### src/rtl/mix_columns_iter.sv
// mix_columns_iter
//   Iterative AES/Rijndael MixColumns unit, forward and inverse modes.
//   A state block of NB 32-bit columns is accepted over a valid/ready
//   handshake, transformed COLS_PER_CYCLE columns per clock in a work
//   register, and presented on a held valid/ready output.
//
// Parameters
//   NB              state columns (4..8); block width = 32*NB
//   COLS_PER_CYCLE  columns transformed per clock; must divide NB
//
// Ports
//   clk        in   rising-edge clock
//   rst_n      in   asynchronous active-low reset
//   in_valid   in   in_data/in_inv valid
//   in_ready   out  block can be accepted
//   in_inv     in   0 = MixColumns, 1 = InvMixColumns
//   in_data    in   state, column 0 in the top 32 bits, byte b0 = column MSB
//   out_valid  out  out_data holds a finished block
//   out_ready  in   downstream accepts out_data
//   out_data   out  transformed state, same layout as in_data
//   busy       out  high while columns are being transformed
//
// Configuration macro
//   MIXCOL_BACK2BACK_EN  when defined, a new block may be accepted in the
//                        same cycle the finished block is handed off
//                        (DONE -> BUSY with no idle bubble).

module mix_columns_iter #(
  parameter int NB             = 4,
  parameter int COLS_PER_CYCLE = 1
) (
  input  logic            clk,
  input  logic            rst_n,
  input  logic            in_valid,
  output logic            in_ready,
  input  logic            in_inv,
  input  logic [32*NB-1:0] in_data,
  output logic            out_valid,
  input  logic            out_ready,
  output logic [32*NB-1:0] out_data,
  output logic            busy
);

  localparam int unsigned W  = 32 * NB;
  localparam int unsigned CW = $clog2(NB + 1);

  generate
    if (COLS_PER_CYCLE < 1 || NB < 4 || NB > 8 || (NB % COLS_PER_CYCLE) != 0) begin : g_bad_cfg
      $error("mix_columns_iter: NB must be 4..8 and divisible by COLS_PER_CYCLE");
    end
  endgenerate

  typedef enum logic [1:0] {
    IDLE = 2'd0,
    BUSY = 2'd1,
    DONE = 2'd2
  } state_e;

  state_e          state_q,     state_d;
  logic [CW-1:0]   col_cnt_q,   col_cnt_d;
  logic [W-1:0]    work_q,      work_d;
  logic            mode_q,      mode_d;
  logic            out_valid_q, out_valid_d;

  // GF(2^8) multiply by 2, reduction polynomial 0x11b
  function automatic logic [7:0] xtime(input logic [7:0] a);
    return {a[6:0], 1'b0} ^ (8'h1b & {8{a[7]}});
  endfunction

  // One column through the forward {02,03,01,01} or inverse {0e,0b,0d,09}
  // circulant; row r uses the coefficient row rotated right by r.
  function automatic logic [31:0] mix_col(input logic [31:0] col, input logic inv);
    logic [7:0]  b  [4];
    logic [7:0]  x2 [4];
    logic [7:0]  x4 [4];
    logic [7:0]  x8 [4];
    logic [7:0]  t;
    logic [31:0] res;
    int unsigned i0, i1, i2, i3;
    res = '0;
    for (int unsigned i = 0; i < 4; i++) begin
      b[i]  = col[31-8*i -: 8];
      x2[i] = xtime(b[i]);
      x4[i] = xtime(x2[i]);
      x8[i] = xtime(x4[i]);
    end
    for (int unsigned r = 0; r < 4; r++) begin
      i0 = r;
      i1 = (r + 1) % 4;
      i2 = (r + 2) % 4;
      i3 = (r + 3) % 4;
      if (inv) begin
        t = (x8[i0] ^ x4[i0] ^ x2[i0])   // 0e
          ^ (x8[i1] ^ x2[i1] ^ b[i1])    // 0b
          ^ (x8[i2] ^ x4[i2] ^ b[i2])    // 0d
          ^ (x8[i3] ^ b[i3]);            // 09
      end else begin
        t = x2[i0] ^ (x2[i1] ^ b[i1]) ^ b[i2] ^ b[i3];
      end
      res[31-8*r -: 8] = t;
    end
    return res;
  endfunction

  // in_ready is decoded from the registered state (plus out_ready in the
  // back-to-back build) so the accept decision needs no extra flop.
`ifdef MIXCOL_BACK2BACK_EN
  assign in_ready = (state_q == IDLE) || ((state_q == DONE) && out_ready);
`else
  assign in_ready = (state_q == IDLE);
`endif

  assign out_valid = out_valid_q;
  assign out_data  = work_q;
  assign busy      = (state_q == BUSY);

  always_comb begin
    int unsigned pos;
    state_d     = state_q;
    col_cnt_d   = col_cnt_q;
    work_d      = work_q;
    mode_d      = mode_q;
    out_valid_d = out_valid_q;
    pos         = 0;

    case (state_q)
      IDLE: begin
        if (in_valid) begin
          state_d   = BUSY;
          work_d    = in_data;
          mode_d    = in_inv;
          col_cnt_d = '0;
        end
      end

      BUSY: begin
        for (int unsigned j = 0; j < COLS_PER_CYCLE; j++) begin
          pos = 32'(col_cnt_q) + j;
          work_d[W-32-32*pos +: 32] = mix_col(work_q[W-32-32*pos +: 32], mode_q);
        end
        col_cnt_d = col_cnt_q + CW'(COLS_PER_CYCLE);
        if (col_cnt_q == CW'(NB - COLS_PER_CYCLE)) begin
          state_d     = DONE;
          out_valid_d = 1'b1;
        end
      end

      DONE: begin
        if (out_ready) begin
          out_valid_d = 1'b0;
          state_d     = IDLE;
`ifdef MIXCOL_BACK2BACK_EN
          // Hand-off and new accept on the same edge skip the IDLE cycle.
          if (in_valid) begin
            state_d   = BUSY;
            work_d    = in_data;
            mode_d    = in_inv;
            col_cnt_d = '0;
          end
`endif
        end
      end

      default: state_d = IDLE;
    endcase
  end

  always_ff @(posedge clk or negedge rst_n) begin
    if (!rst_n) begin
      state_q     <= IDLE;
      col_cnt_q   <= '0;
      work_q      <= '0;
      mode_q      <= 1'b0;
      out_valid_q <= 1'b0;
    end else begin
      state_q     <= state_d;
      col_cnt_q   <= col_cnt_d;
      work_q      <= work_d;
      mode_q      <= mode_d;
      out_valid_q <= out_valid_d;
    end
  end

endmodule
### config.mk
export PLATFORM = sky130hd
export DESIGN_NAME = mix_columns_iter
export DESIGN_NICKNAME = d
export VERILOG_FILES = /design/src/rtl/mix_columns_iter.sv
export SDC_FILE = /design/constraint.sdc
export NUM_CORES = 1
export LEC_CHECK = 0
export ABC_CLOCK_PERIOD_IN_PS = 9200
export CAP_MARGIN = 20
export CORE_MARGIN = 2
export CORE_UTILIZATION = 57
export DETAILED_ROUTE_END_ITERATION = 7
export PLACE_DENSITY = 0.88
export SYNTH_ARGS = -nofsm -noshare
export SYNTH_HDL_FRONTEND = slang
export SYNTH_SLANG_ARGS = --single-unit
export TNS_END_PERCENT = 5
### constraint.sdc
create_clock -name clk -period 9.2 [get_ports clk]
set_clock_uncertainty 0.2 [all_clocks]
set_input_delay 2.76 -clock clk [delete_from_list [all_inputs] [get_ports clk]]
set_output_delay 2.76 -clock clk [all_outputs]
set_load 0.05 [all_outputs]
==> impl_metrics.py <==
metrics = {
    "floorplan": {
        "ios": 264,
        "die_w_um": 150.6,
        "initial_core_util_pct": 58.09,
        "die-area_um2": 22680,
        "core_area_um2": 21090,
        "dieHeight_um": 150.6,
        "fp-row-count": 53,
    },
    "clock_tree": {
        "htreeDepth": 4,
        "cts_tree": "done",
        "cts_buffers": 17,
        "ctsRootBufferMaster": "clkbuf_16",
        "cts_hold_buf": 0,
        "cts.path.max_buffers": 2,
        "clk_pin_slew_ns": 0.07,
        "clk_latency_ns": 0.43,
        "cts_setup_buffers": 0,
        "ctsResizeCount": 0,
        "cts_sinks": 135,
    },
    "setup_path": {
        "crit_required_ns": 9.30,
        "critical_path_peak_fanout": 45,
        "startpoint_type": "flip-flop",
        "crit_type": "flip-flop to flip-flop",
        "arrival_ns": 5.77,
        "end_kind": "flip-flop",
        "crit_chain": "and2_2, buf_4, nand2_1, ha_1, buf_4, nand2_1, nor2_1, a21oi_1, nor4b_1, nand4_1, nand2_1, buf_4, nor2_1, a211oi_1",
        "slowest_delay_ns": 0.85,
        "cp_slowest_cell": "dfrtp_1",
    },
    "min_path": {
        "hold_path.class": "flip-flop to flip-flop",
    },
    "logic_synthesis": {
        "syn_area_um2": 12250,
        "synth-main-ff-cell": "dfrtp_1",
        "async_flop_share_pct": 100.0,
        "synth-seq-cells": 135,
        "syn_nets": 1644,
        "yosysSeqAreaShare_pct": 27.58,
        "synthDistinctLibCells": 87,
        "syn_avg_cell_area_um2": 8.139,
        "yosysWarnings": 0,
        "synth-edff-count": 0,
        "synthCells": 1505,
    },
    "global_route": {
        "antenna_found_initial": 0,
        "grt_pass1_vias": 12840,
        "overflow": 0,
        "grt_first_pass_wirelength_mm": 79.56,
        "gr-usage-all-layers_pct": 47.21,
        "grt_start_max_net_pins": 97,
    },
    "timing": {
        "period_minus_slack_ns": 5.674,
        "worstMarginPinSlew_ns": 1.080,
        "grt_setup_unrepaired": "false",
        "clock.fmax_ghz": 0.1762,
        "fin_setup_tns_ns": 0,
        "finalHoldViolCount": 0,
        "period_share_pct": 61.67,
        "finalSetupViolCount": 0,
        "maxSlewViolCount": 0,
        "max_slew_margin_pct": 27.42,
    },
    "place": {
        "gp_congestion": 1.067,
        "place_area_um2": 14930,
        "dp_cells": 1952,
        "hpwl_mm": 39.17,
        "port_buffers": 263,
    },
    "finish": {
        "drive_gt1_share_pct": 9.655,
        "area_growth_pct": 26.81,
        "layout.nets": 1836,
        "final_area_um2": 15530,
        "final_cells": 1984,
        "diodes": 0,
    },
    "routing": {
        "drt.antenna.violating_nets": 0,
        "wl_per_cell_um": 27.19,
        "wl_mm": 53.95,
        "drt-initial-drc-count": 2374,
        "drtPass1Iterations": 6,
        "vias_per_cell": 6.982,
        "vias": 13850,
        "drc": 0,
    },
    "status": {
        "status": "finished, final reports clean",
    },
    "run": {
        "maxCapViolCount": 0,
    },
}
==> worst paths after layout <==
path                                   start           end  slack [ns]  cells past startpoint
worst max-delay path            col_cnt_q[0]  out_data[77]        3.53                     14
worst min-delay path               out_valid     out_valid        0.36                      2
worst max register to register  col_cnt_q[0]  out_data[77]        3.53                     14
worst min register to register     out_valid     out_valid        0.36                      2
max in group asynchronous              rst_n  out_data[28]        5.29                      2
min in group asynchronous              rst_n     out_valid        2.13                      1
==> critical path: cells and delay by family, from the launching register on <==
family,cells,cell delay [ns]
simple gates,8,2.66
flops,1,0.85
fa+ha+maj,1,0.33
buf+inv,3,1.16
compound gates,2,0.31
==> cells in the mapped netlist, types with 6 or more instances <==
| cell type | instances | area (µm²) |
|---|---|---|
| and3_1 | 12 | 75.07 |
| xnor3_1 | 9 | 202.7 |
| o211a_1 | 6 | 60.06 |
| nand2b_1 | 7 | 43.79 |
| a211oi_1 | 68 | 510.5 |
| a22oi_2 | 7 | 87.58 |
| a22oi_1 | 26 | 195.2 |
| o211ai_1 | 10 | 75.07 |
| and2_1 | 6 | 37.54 |
| nand3_1 | 38 | 190.2 |
| a31oi_1 | 36 | 225.2 |
| nand2_1 | 110 | 412.9 |
| nand3b_1 | 9 | 67.56 |
| a21oi_1 | 148 | 740.7 |
| clkbuf_1 | 80 | 300.3 |
| a221o_1 | 6 | 60.06 |
| dfrtp_1 | 135 | 3378 |
| o21ai_0 | 102 | 510.5 |
| nor2_1 | 194 | 728.2 |
| nor3_1 | 35 | 175.2 |
| or3_1 | 8 | 50.05 |
| buf_2 | 23 | 115.1 |
| mux2_2 | 34 | 382.9 |
| xnor2_1 | 150 | 1314 |
| inv_1 | 7 | 26.28 |
| buf_1 | 10 | 37.54 |
| o221a_2 | 19 | 214.0 |
| xor2_1 | 49 | 429.2 |
| o21a_1 | 8 | 60.06 |
| ha_1 | 6 | 75.07 |
| mux2i_1 | 24 | 240.2 |
| a2111oi_0 | 8 | 70.07 |
==> per-stage QoR <==
step                util [%]  hold slack (ns)  setup slack, ns
floorplan                  -           0.3052            4.990
global placement       70.80           0.3236            4.100
detailed placement     70.80           0.3495            3.989
CTS                    73.53           0.3638            3.856
global route           73.66           0.3942            3.409
finish                 73.66           0.3623            3.526
==> area by class of cell <==
class | count | area, µm²
tap | 275 | 344.1
sequential | 135 | 3381
clock buffer | 17 | 425.4
inverter | 8 | 30.03
clock inverter | 14 | 150.1
multi-input combinational | 1239 | 8302
timing repair buffer | 296 | 2902
fill | 1602 | 5554
==> state kept, by name, indices dropped and copies added (netlist names) <==
signal,count
col_cnt_q,3
mode_q,1
out_data,128
out_valid,1
state_q,2
==> placed cells by master, fill, tap and decap left out, drive strengths merged, types with 10 or more instances in the layout <==
cell type,instances
a211oi,69
a31oi,41
nand3,38
inv,11
buf,34
nor3,35
a21oi,149
clkbuf,17
o221a,19
xnor2,155
clkdlybuf4s50,262
nor2,195
o21ai,106
nand2,110
a22oi,34
mux2,38
dfrtp,135
o211ai,10
xor2,49
mux2i,24
and3,12
==> per-layer routing <==
layer  routed length (µm)  global-route usage [%]
met1                19680                   64.85
met2                23010                   68.57
met3                 8502                   14.79
met4                 2752                   20.28
met5                    0                       0
==> cell families after synthesis <==
logic type               after synthesis  synth area share, %
multiplexers                          64                5.914
buffers and inverters                131                4.872
XOR/XNOR                             213                16.64
flip-flops                           135                27.58
AND/OR/NAND/NOR                      450                16.29
AO/OA/AOI/OAI                        506                28.09
adder cells (fa/ha/maj)                6               0.6129
Power is left out: the tool's default activity adds up to more than one toggle a clock period on the data nets, which glitch-free logic cannot reach.
